--- src/rtl/rc_ppm_encoder.sv ---
// Multi-channel PPM transmitter: double-buffered channel slots, separator pulses,
// trailing separator and a sync gap that pads each frame to a programmed length.
module rc_ppm_encoder #(
    parameter int          NUM_CH       = 8,
    parameter int          AW           = 3,
    parameter logic [30:0] CH_RESET     = 31'd150000,
    parameter logic [30:0] SYNC_MIN     = 31'd400,
    parameter logic        ACTIVE_LEVEL = 1'b1
) (
    input  logic          clk,
    input  logic          reset,
    input  logic          enable,
    input  logic          ch_wr,
    input  logic [AW-1:0] ch_addr,
    input  logic [30:0]   ch_data,
    input  logic [30:0]   sep_ticks,
    input  logic [30:0]   frame_ticks,
    output logic          ppm_out,
    output logic          frame_start,
    output logic          busy,
    output logic          overrun
);

    localparam int          CW    = AW + 1;
    localparam logic [30:0] MAX31 = 31'h7FFF_FFFF;
    localparam logic        IDLE_LEVEL = ~ACTIVE_LEVEL;

    typedef enum logic [1:0] {
        IDLE,
        PULSE,
        SPACE,
        SYNC_GAP
    } state_t;

    function automatic logic [30:0] sat31(input logic [36:0] v);
        return (v > {6'd0, MAX31}) ? MAX31 : v[30:0];
    endfunction

    state_t        state, state_n;
    logic [CW-1:0] ch, ch_n;
    logic [30:0]   cnt, cnt_n;
    logic          latch;
    logic          ppm_n, frame_start_n, busy_n, overrun_n;

    logic [30:0]   live   [NUM_CH];
    logic [31:0]   shadow [NUM_CH];
    logic [30:0]   sep_reg;
    logic [30:0]   gap_reg;
    logic          ovr_reg;

    logic [30:0]   sep_in;
    logic [31:0]   slot_in [NUM_CH];
    logic [36:0]   elapsed;
    logic [36:0]   gap_len;
    logic          ovr_in;
    logic [30:0]   gap_load;
    logic [31:0]   cur_slot;
    logic [30:0]   space_load;

    // Everything a frame needs is derived from the live registers at the latch
    // edge, so the gap length is known before the frame even begins.
    always_comb begin
        sep_in  = (sep_ticks == 31'd0) ? 31'd1 : sep_ticks;
        elapsed = {6'd0, sep_in};
        for (int i = 0; i < NUM_CH; i++) begin
            slot_in[i] = (live[i] > sep_in) ? {1'b0, live[i]} : ({1'b0, sep_in} + 32'd1);
            elapsed    = elapsed + {5'd0, slot_in[i]};
        end
        if (elapsed + {6'd0, SYNC_MIN} <= {6'd0, frame_ticks}) begin
            gap_len = {6'd0, frame_ticks} - elapsed;
            ovr_in  = 1'b0;
        end else begin
            gap_len = {6'd0, SYNC_MIN};
            ovr_in  = 1'b1;
        end
        if (gap_len == 37'd0) begin
            gap_len = 37'd1;
        end
        gap_load = sat31(gap_len - 37'd1);
    end

    always_comb begin
        cur_slot = shadow[0];
        for (int i = 0; i < NUM_CH; i++) begin
            if (ch == CW'(i)) begin
                cur_slot = shadow[i];
            end
        end
        space_load = sat31({5'd0, cur_slot} - {6'd0, sep_reg} - 37'd1);
    end

    // Segment counters hold "cycles remaining after this one", so a segment ends
    // when the counter reads zero and the next segment's length-1 is loaded.
    always_comb begin
        state_n       = state;
        ch_n          = ch;
        cnt_n         = (cnt == 31'd0) ? 31'd0 : cnt - 31'd1;
        latch         = 1'b0;
        ppm_n         = ppm_out;
        frame_start_n = 1'b0;
        busy_n        = busy;
        overrun_n     = 1'b0;

        case (state)
            IDLE: begin
                ppm_n  = IDLE_LEVEL;
                busy_n = 1'b0;
                latch  = enable;
            end
            PULSE: begin
                if (cnt == 31'd0) begin
                    ppm_n = IDLE_LEVEL;
                    if (ch < CW'(NUM_CH)) begin
                        state_n = SPACE;
                        cnt_n   = space_load;
                    end else begin
                        state_n   = SYNC_GAP;
                        cnt_n     = gap_reg;
                        overrun_n = ovr_reg;
                    end
                end
            end
            SPACE: begin
                if (cnt == 31'd0) begin
                    state_n = PULSE;
                    ch_n    = ch + CW'(1);
                    cnt_n   = sep_reg - 31'd1;
                    ppm_n   = ACTIVE_LEVEL;
                end
            end
            SYNC_GAP: begin
                if (cnt == 31'd0) begin
                    if (enable) begin
                        latch = 1'b1;
                    end else begin
                        state_n = IDLE;
                        ppm_n   = IDLE_LEVEL;
                        busy_n  = 1'b0;
                    end
                end
            end
            default: begin
                state_n = IDLE;
                ppm_n   = IDLE_LEVEL;
                busy_n  = 1'b0;
            end
        endcase

        if (latch) begin
            state_n       = PULSE;
            ch_n          = '0;
            cnt_n         = sep_in - 31'd1;
            ppm_n         = ACTIVE_LEVEL;
            frame_start_n = 1'b1;
            busy_n        = 1'b1;
        end
    end

    always_ff @(posedge clk) begin
        if (reset) begin
            state       <= IDLE;
            ch          <= '0;
            cnt         <= '0;
            ppm_out     <= IDLE_LEVEL;
            frame_start <= 1'b0;
            busy        <= 1'b0;
            overrun     <= 1'b0;
            sep_reg     <= 31'd1;
            gap_reg     <= '0;
            ovr_reg     <= 1'b0;
            for (int i = 0; i < NUM_CH; i++) begin
                live[i]   <= CH_RESET;
                shadow[i] <= '0;
            end
        end else begin
            state       <= state_n;
            ch          <= ch_n;
            cnt         <= cnt_n;
            ppm_out     <= ppm_n;
            frame_start <= frame_start_n;
            busy        <= busy_n;
            overrun     <= overrun_n;
            if (latch) begin
                sep_reg <= sep_in;
                gap_reg <= gap_load;
                ovr_reg <= ovr_in;
                for (int i = 0; i < NUM_CH; i++) begin
                    shadow[i] <= slot_in[i];
                end
            end
            // A write on the latch edge lands here but the shadow above already took the old value.
            for (int i = 0; i < NUM_CH; i++) begin
                if (ch_wr && ch_addr == AW'(i)) begin
                    live[i] <= ch_data;
                end
            end
        end
    end

endmodule

--- config.mk ---
export PLATFORM = sky130hd
export DESIGN_NAME = rc_ppm_encoder
export DESIGN_NICKNAME = d
export VERILOG_FILES = /design/src/rtl/rc_ppm_encoder.sv
export SDC_FILE = /design/constraint.sdc
export NUM_CORES = 2
export LEC_CHECK = 0
export ABC_AREA = 1
export CAP_MARGIN = 20
export CORE_MARGIN = 3
export CORE_UTILIZATION = 62
export DETAILED_ROUTE_END_ITERATION = 12
export PLACE_DENSITY = 0.79
export SYNTH_ARGS = -nofsm -noshare
export SYNTH_HDL_FRONTEND = slang
export SYNTH_SLANG_ARGS = --single-unit
export TNS_END_PERCENT = 30
--- constraint.sdc ---
create_clock -name clk -period 18.42 [get_ports clk]
set_input_delay 3.684 -clock clk [delete_from_list [all_inputs] [get_ports clk]]
set_output_delay 3.684 -clock clk [all_outputs]
set_load 0.03 [all_outputs]
==> summary.md <==
| Metric | Value |
|---|---|
| Vias in the first global route | about 48000 |
| Post-synthesis xor/xnor area fraction | 3.10% |
| Die ar. | between 80000 and 90000 sq um |
| Largest family of logic cells by synthesized area | simple AND/OR/NAND/NOR gates |
| DRT antenna net count | 0 |
| Post-synthesis simple-gate area fraction | 25.6% |
| Max reg flops | 256 |
| RSZ-0062 raised after global routing | no |
| Data required, critical path | between 15 and 20 ns |
| Die Wd | around 300 um |
| Number of synthesized register bits | approximately 600 |
| Syn_nets | ~7600 |
| R2R Setup Slk | 5.48 ns |
| Clk slew on worst S/H paths | 0.06 ns |
| Hold Crit Endpoint | gap_reg[7]$_SDFFE_PP0P_ |
| First-pass GRT wire length | roughly 290 mm |
| Crit-path leading delay family | simple AND/OR/NAND/NOR gates |
| Syn_area_per_cell | 7.53 sq um |
| Synthesized area | between 50000 and 60000 sq um |
| CP arrival | 17.73 ns |
| Critical Path Most Common Cell | nand2_1 |
| Hold buffers post-CTS | 0 |
| Synth cell types | 66 |
| Postcts setup bufs | 0 |
| Synth warn | 0 |
| 1st-iter DRT viols | around 6200 |
| Post-CTS sizing | 0 |
| TNS Setup | 0 ns |
| R2R cell count | 73 |
| Clk sink count | about 600 |
| PortBufs | 103 |
| CTS HTree Levels | 3 |
| Nets@finish | between 7000 and 8000 |
| Hold Fails Final Rpt | 0 |
| Crit share post-route | around 93% |
| Clock root buffer | clkbuf_16 |
| Cell at the slowest stage of the critical path | fa_1 |
| Outcome | complete, no violations |
| Worst path depth | 83 |
| Final setup viols | 0 |
| Core box area | slightly above 80000 sq um |
| Worst hold stages | 2 |
| Count of flip-flops with a built-in enable after synthesis | 504 |
| P&R area growth vs syn | 9.33% |
| Residual DRC | 0 |
| Max_slew headroom | 20.6% |
| Synth Area in Adders | ~18% |
| Clock buffer count from CTS | 70 |
| Critical path launch point type | input pin |
| DRT Pass-1 Iters | 7 |
| Critical Path Max Stage Delay | 0.56 ns |
| Average vias per placed instance | slightly above 6 |
| Placer Congestion | between 1 and 1.5 |
| Critical path class | input pin to register |
| Sequential element share of the synthesized area | 33.0% |
| Worst r2r src | live[0][95]$_SDFFCE_PN0P_ |
| Die Span Y | between 200 and 300 um |
| Post-synth ARST share | 0% |
| CP bufs+invs | 17 |
| Top reg by flops | shadow |
| Clk Latency, worst-skew pair | roughly 0.67 ns |
| Max Fclk | 58.3 MHz |
| Worst R2R End | gap_reg[5]$_SDFFE_PP0P_ |
| CP Capture Type | register |
| # rows | around 110 |
| WL/cell | 23.7 um |
| Proportion of layout cells with a drive suffix above 1 | under 10% |
| CTS Buffer Depth | 3 |
| Initial Utilization | a little over three fifths |
| All-Layer GR Usage | about 44% |
| Cells after Synth | 6927 |
| Pin count of the biggest net entering global routing | ~110 |
| Vias | about 50000 |
| Final WL | just under 200 mm |
| Initial antenna violation count | 4 |
| Post-DP HPWL | between 150 and 200 mm |
| I/O pin count | roughly 100 |
| TritonCTS clock tree | done |
| Setup Skew | around 0.054 ns |
| Mux contribution to synthesized area | less than 1% |
| Prevailing post-synth register cell | edfxtp_1 |
| Worst Hold Launch | gap_reg[7]$_SDFFE_PP0P_ |
| Largest regs | shadow: 256 flops, live: 248 flops |
| HP Class | register to register |
| Slew @ Worst Pin | between 1 and 1.5 ns |
| Compound-Gate Fraction of Synth Area | between 10% and 20% |
| Minimum clock period | roughly 17 ns |
| Max-Cap Viols | 0 |
| Final Max Tran Viols | 0 |
| Hold WS | ~0.46 ns |
| Grt ovf | 0 |
| Worst Path Max Fanout | 31 |
==> final cells by class <==
class,count,area [sq um]
multi-input cells,5056,30200
fillers,6881,25600
flip-flops and latches,608,17200
inverters,1039,3910
repair buffers,225,2000
clock buffers,86,1820
well taps,1070,1340
clock inverters,39,477
diodes,1,2.50
==> stage by stage <==
stage,setup slack (ns),util [%],instance area (sq um),std cells
2_1_floorplan,3.00,-,52100,6927
5_1_grt,0.00476,69.0,57000,8123
3_3_place_gp,0.787,66.1,54600,7997
3_5_place_dp,0.594,66.1,54600,7997
6_report,1.26,69.0,57000,8124
4_1_cts,1.20,68.9,56900,8122
==> worst max path at each step <==
stage / end / start / slack [ns]
2_1_floorplan: gap_reg[18]$_SDFFE_PP0P_ / sep_ticks[7] / 3.00
3_3_place_gp: gap_reg[6]$_SDFFE_PP0P_ / sep_ticks[19] / 0.79
3_5_place_dp: gap_reg[15]$_SDFFE_PP0P_ / sep_ticks[19] / 0.59
4_1_cts: gap_reg[5]$_SDFFE_PP0P_ / sep_ticks[19] / 1.20
5_1_grt: gap_reg[11]$_SDFFE_PP0P_ / sep_ticks[27] / 0.005
6_report: gap_reg[5]$_SDFFE_PP0P_ / sep_ticks[27] / 1.26
==> Yosys cell counts (all sizes together) (65+ instances only) <==
| library cell | count | area (sq um) |
|---|---|---|
| a21oi | 320 | 1610 |
| a31oi | 65 | 407 |
| clkbuf | 199 | 747 |
| dfxtp | 104 | 2080 |
| edfxtp | 504 | 15100 |
| fa | 223 | 4460 |
| ha | 395 | 4940 |
| inv | 1019 | 3820 |
| nand2 | 1598 | 6040 |
| nand3 | 301 | 1570 |
| nand4 | 106 | 669 |
| nor2 | 1033 | 3980 |
| nor3 | 98 | 505 |
| o21ai | 492 | 2470 |
| xor2 | 146 | 1290 |
==> layer usage <==
| metal | track usage (%) | part of all wire, % |
|---|---|---|
| met2 | 67.7 | 44 |
| met3 | 12.2 | 13 |
| met1 | 55.7 | 37 |
| met4 | 24.0 | 6.5 |
| met5 | 0 | 0.0068 |
==> cell usage in the layout (no fill, tap or decap), drive strengths merged, types with 7 or more instances in the layout <==
cell and instances:
nand2 1598, o31ai 7, a21oi 320, nand4 106, nor3 98, o221ai 12, clkinv 48, o22ai 32
o21a 9, and2 7, inv 1023, a21o 10, ha 395, a31oi 65, edfxtp 504, a211oi 11
xor2 146, buf 123, dfxtp 104, nand3b 12, mux2i 30, clkbuf 86, nor4 26, clkdlybuf4s50 102
o211ai 13, fa 223, nor4b 7, nand3 301, nor2 1033, or2 19, xnor2 38, o21ai 492
o21bai 11
==> worst register-to-register path, delay by kind of cell, from the launching register on <==
| family | cells | cell delay (ns) |
|---|---|---|
| buf+inv | 10 | 0.89 |
| simple gates | 42 | 5.89 |
| flops | 1 | 0.42 |
| xor+xnor | 2 | 0.32 |
| compound gates | 11 | 2.05 |
| fa+ha+maj | 8 | 3.33 |
==> kinds of logic after synthesis <==
kind of cell | Yosys count
xor+xnor | 184
fa+ha+maj | 618
mux | 30
compound gates | 1005
buf+inv | 1263
flops | 608
simple gates | 3219
Power is left out: the tool's default activity adds up to more than one toggle a clock period on the data nets, which glitch-free logic cannot reach.
